## src/rtl/approx_img_pkg.sv

```systemverilog
// Widths and helpers shared by the compressor multiplier tree and its consumers,
// so both sides agree on row, tap and pixel sizes.
package approx_img_pkg;
    localparam int IMG_PIX_W   = 8;
    localparam int KERNEL_TAPS = 9;
    localparam int PROD_ROW_W  = 16;

    typedef enum logic {
        ST_ACCUM  = 1'b0,
        ST_OUTPUT = 1'b1
    } mac_state_t;

    function automatic int clog2(input int v);
        int r;
        r = 0;
        while ((1 << r) < v) r++;
        return r;
    endfunction
endpackage

```

## src/rtl/exact_cpa_rows.sv

```systemverilog
// Exact carry-propagate add of the compressor's sum and carry rows. Kept exact so
// that error studies of the approximate compressor are not polluted by this stage.
module exact_cpa_rows #(
    parameter int IN_W = 16
) (
    input  logic [IN_W-1:0] sum_row,
    input  logic [IN_W-1:0] carry_row,
    output logic [IN_W:0]   prod
);
    assign prod = {1'b0, sum_row} + {1'b0, carry_row};
endmodule

```

## src/rtl/kernel_mac_accumulator.sv

```systemverilog
// Resolves redundant product rows, accumulates one convolution window of TAPS
// products and hands out a scaled, saturated pixel over valid/ready.
module kernel_mac_accumulator
    import approx_img_pkg::*;
#(
    parameter int IN_W  = PROD_ROW_W,
    parameter int TAPS  = KERNEL_TAPS,
    parameter int ACC_W = 21,
    parameter int SHIFT = 4,
    parameter int OUT_W = IMG_PIX_W
) (
    input  logic             clk,
    input  logic             rst,
    input  logic             in_valid,
    output logic             in_ready,
    input  logic [IN_W-1:0]  in_sum,
    input  logic [IN_W-1:0]  in_carry,
    output logic             out_valid,
    input  logic             out_ready,
    output logic [OUT_W-1:0] out_pixel,
    output logic [ACC_W-1:0] out_acc,
    output logic             out_sat
);
    localparam int CNT_W = (clog2(TAPS) < 1) ? 1 : clog2(TAPS);
    localparam logic [ACC_W-1:0] PIX_MAX = ACC_W'((64'd1 << OUT_W) - 64'd1);
    localparam logic [CNT_W-1:0] LAST_TAP = CNT_W'(TAPS - 1);

    mac_state_t       state;
    logic [CNT_W-1:0] tap_cnt;
    logic [ACC_W-1:0] acc;

    logic [IN_W:0]    prod;
    logic [ACC_W-1:0] acc_next;
    logic [ACC_W-1:0] scaled;
    logic             sat_next;
    logic             accept;

    exact_cpa_rows #(.IN_W(IN_W)) u_cpa (
        .sum_row   (in_sum),
        .carry_row (in_carry),
        .prod      (prod)
    );

    // In OUTPUT the only way to accept is together with the result being taken.
    assign in_ready = (state == ST_ACCUM) || out_ready;
    assign accept   = in_valid && in_ready;

    // tap_cnt is 0 whenever in OUTPUT, so the first tap of a new window restarts acc.
    assign acc_next = ((tap_cnt == '0) ? '0 : acc) + ACC_W'(prod);
    assign scaled   = acc_next >> SHIFT;
    assign sat_next = scaled > PIX_MAX;

    always_ff @(posedge clk) begin
        if (rst) begin
            state     <= ST_ACCUM;
            tap_cnt   <= '0;
            acc       <= '0;
            out_valid <= 1'b0;
            out_pixel <= '0;
            out_acc   <= '0;
            out_sat   <= 1'b0;
        end else begin
            if (state == ST_OUTPUT && out_ready) begin
                state     <= ST_ACCUM;
                out_valid <= 1'b0;
            end
            if (accept) begin
                acc <= acc_next;
                if (tap_cnt == LAST_TAP) begin
                    tap_cnt   <= '0;
                    out_acc   <= acc_next;
                    out_pixel <= sat_next ? '1 : scaled[OUT_W-1:0];
                    out_sat   <= sat_next;
                    out_valid <= 1'b1;
                    state     <= ST_OUTPUT;
                end else begin
                    tap_cnt <= tap_cnt + CNT_W'(1);
                end
            end
        end
    end
endmodule
```

## config.mk

```make
export PLATFORM = sky130hd
export DESIGN_NAME = kernel_mac_accumulator
export DESIGN_NICKNAME = d
export VERILOG_FILES = /design/src/rtl/approx_img_pkg.sv /design/src/rtl/exact_cpa_rows.sv /design/src/rtl/kernel_mac_accumulator.sv
export SDC_FILE = /design/constraint.sdc
export NUM_CORES = 1
export LEC_CHECK = 0
export ABC_AREA = 1
export CORE_MARGIN = 2
export CORE_UTILIZATION = 53
export DETAILED_ROUTE_END_ITERATION = 10
export MAX_ROUTING_LAYER = met4
export PLACE_DENSITY_LB_ADDON = 0.1
export SETUP_SLACK_MARGIN = 0.5
export SLEW_MARGIN = 20
export SYNTH_ARGS = -nofsm -noshare
export SYNTH_HDL_FRONTEND = slang
export SYNTH_SLANG_ARGS = --single-unit
export TNS_END_PERCENT = 1
```

## constraint.sdc

```tcl
create_clock -name clk -period 4.2 [get_ports clk]
set_clock_uncertainty 0.2 [all_clocks]
set_input_delay 0.84 -clock clk [delete_from_list [all_inputs] [get_ports clk]]
set_output_delay 0.84 -clock clk [all_outputs]
set_load 0.01 [all_outputs]
```

==> flow_metrics.tcl <==
set metrics [dict create \
    status "completed" \
    ys_types 33 \
    finalSetupTns_ns 0 \
    place_congestion 1.01 \
    dp_cells 711 \
    yosys_warnings 0 \
    critPathKind "in -> reg" \
    rsz0062_at_grt "false" \
    internal-power_w 0.00119 \
    synth_fp_nets 623 \
    io_buffers 67 \
    root_buffer "clkbuf_8" \
    area_growth_syn_to_layout_pct 33.3 \
    grt_pass1_vias 3535 \
    grt_pass1_wl_um 16300 \
    clockBufferDepth 2 \
    worst_slack_ns 0.719 \
    initial_core_util 0.548 \
    slowest_delay_ns 0.52 \
    finalHoldViolCount 0 \
    cp.required_ns 4.23 \
    num_vias 3741 \
    cts_made_buffers 9 \
    synth_seq_cells 57 \
    clock_latency_ns 0.35 \
    tightest_slew_ns 0.661 \
    finalNetCount 704 \
    path_cells "clkdlybuf4s50_1 > fa_1 > ha_2 > inv_1 > fa_2 > inv_2 > nand3_2 > nand2_4 > nand2_2 > nand2_2 > nand2_2 > nand2_1 > nand2_1 > nand2_2 > nand3_1 > nor2_1 > nand2_2 > nand2_4 > nand2_1" \
    post-route-util 0.730 \
    timing.fmax_mhz 287 \
    grt_usage 0.283 \
    fp.dieH_um 87.8 \
    comb_power_share 0.375 \
    yosysSeqAreaShare 0.307 \
    dieArea_sq_mm 0.00770 \
    powerDensity_mw_per_mm2 381 \
    drive_gt1_frac 0.125 \
    maxCapViolations 0 \
    max_slew_margin 0.558 \
    antenna_found_initial 0 \
    switching_share 0.369 \
    final_common_cell "nand2_1" \
    cts.clk_slew.worst_paths_ns 0.08 \
    critPathCaptureType "flip-flop" \
    layout_common_cells "nand2_1, inv_1, clkdlybuf4s50_1" \
    fill_cells 545 \
    fp-row-count 30 \
    power_leakage_nw 2.35 \
    avgViaCountPerCell 5.10 \
    drtIter0Drc 201 \
    fp.dieW_um 87.8 \
    hold_buffers 0 \
    irDropWorstVdd_uv 302 \
    htreeDepth 3 \
    min_period_ns 3.48 \
    start_kind "input port" \
    route.antenna.remaining_nets 0 \
    grt-ovfl-total 0 \
    n_antenna_cell 0 \
    syn_avg_cell_area_sq_um 6.74 \
    slew_violations 0 \
    setup_viol 0 \
    hpwlAfterDp_um 7720 \
    cp_top_family "adder cells" \
    path_buf_inv 3 \
    multi_input_area_sq_mm 0.00231 \
    arrival_ns 3.51 \
    power_frac_seq 0.309 \
    coreArea_sq_mm 0.00679 \
    wl_per_cell_um 14.1 \
    fin_cells 734 \
    clkPwrFrac 0.316 \
    regArea_sq_mm 0.00114 \
    pin_count 68 \
    place_ws_ns 0.179 \
    path_max_fanout 5 \
    slowest_stage "fa_1" \
    worstHoldPathType "reg -> reg" \
    synth_area_sq_mm 0.00372 \
    cts_tree "yes" \
    drc 0 \
    drt-pass1-iter-count 5 \
    grt_max_degree 23 \
    p_sw_w 0.000698 \
    crit_top_cell "nand2_2" \
    post-route-period-util 0.829 \
    postSynthCellCount 552 \
    wl_um 10300 \
    cts_sinks 57 \
]
power by group through the flow:
| stage | Combinational (W) | Clock (W) | Sequential [W] |
|---|---|---|---|
| floorplan | 0.000428 | 0 | 0.000593 |
| global placement | 0.000619 | 0 | 0.000596 |
| detailed placement | 0.000621 | 0 | 0.000597 |
| CTS | 0.000632 | 0.000601 | 0.000585 |
| global route | 0.000786 | 0.000624 | 0.000588 |
| finish | 0.000709 | 0.000597 | 0.000585 |
what timing repair did:
action	in CTS	in global routing
resized for setup	4	37
pin swaps	0	10
endpoints found under the setup margin	9	16
cloned	0	1
setup buffers	0	6
sequential cells by signal (all words and copies together), names as in the netlist:
register   count
tap_cnt        4
out_pixel      8
out_sat        1
state          1
out_valid      1
acc           21
out_acc       21
layout make-up:
| class | count | share of cell area |
|---|---|---|
| inverter | 96 | 0.0732 |
| sequential | 57 | 0.230 |
| timing repair buffer | 81 | 0.162 |
| multi-input combinational | 388 | 0.465 |
| clock inverter | 7 | 0.0204 |
| clock buffer | 9 | 0.0250 |
| tap | 96 | 0.0242 |
cells by family (layout without fill, tap and decap cells):
| kind of cell | after synthesis | count (layout) | share of synthesized area |
|---|---|---|---|
| compound gates | 69 | 69 | 0.104 |
| xor+xnor | 4 | 4 | 0.00942 |
| fa+ha+maj | 35 | 35 | 0.152 |
| buf+inv | 108 | 193 | 0.111 |
| flops | 57 | 57 | 0.307 |
| simple gates | 279 | 280 | 0.317 |
Yosys cell counts, drive strengths merged:
library cell	n	area share
nor2	53	0.056
and3	1	0.0017
o211ai	4	0.0081
nand2	178	0.19
o21bai	1	0.0020
xor2	3	0.0071
buf	3	0.0047
o31ai	2	0.0040
xnor2	1	0.0024
a22oi	1	0.0020
ha	18	0.061
a21oi	34	0.046
o21ai	21	0.028
nand4	6	0.010
or2	4	0.0067
clkinv	2	0.0020
fa	17	0.091
o21a	1	0.0020
nor3	5	0.0094
clkbuf	9	0.0091
nand3b	3	0.0061
nand3	28	0.040
dfxtp	57	0.31
a22o	5	0.012
and2	1	0.0017
inv	94	0.095
routing by layer:
layer  track usage  up-vias  share of wire
met4        0.0979        0          0.036
li1              -     1881              -
met3        0.0452       32          0.050
met5             -        -              0
met2         0.488      108           0.49
met1         0.333     1720           0.42
per-stage QoR:
stage | hold slack, ns | area [sq um] | power (W)
floorplan | 0.230 | 3720 | 0.00102
global placement | 0.239 | 4530 | 0.00121
detailed placement | 0.240 | 4530 | 0.00122
CTS | 0.254 | 4780 | 0.00182
global route | 0.281 | 4960 | 0.00200
finish | 0.252 | 4960 | 0.00189
path summary, 6_finish.rpt:
path / start / end / slack [ns] / cells past startpoint
max: in_carry[1] / out_pixel[6] / 0.72 / 19
min: out_acc[7] / out_acc[7] / 0.25 / 2
max reg2reg: tap_cnt[0] / out_pixel[6] / 0.73 / 21
min reg2reg: out_acc[7] / out_acc[7] / 0.25 / 2
tightest hold or removal path: stages (launching register included):
cell and delay [ns]:
dfxtp_1 0.31, nand2_1 0.06, nand2_1 0.04
Power figures use the tool's default switching activity.
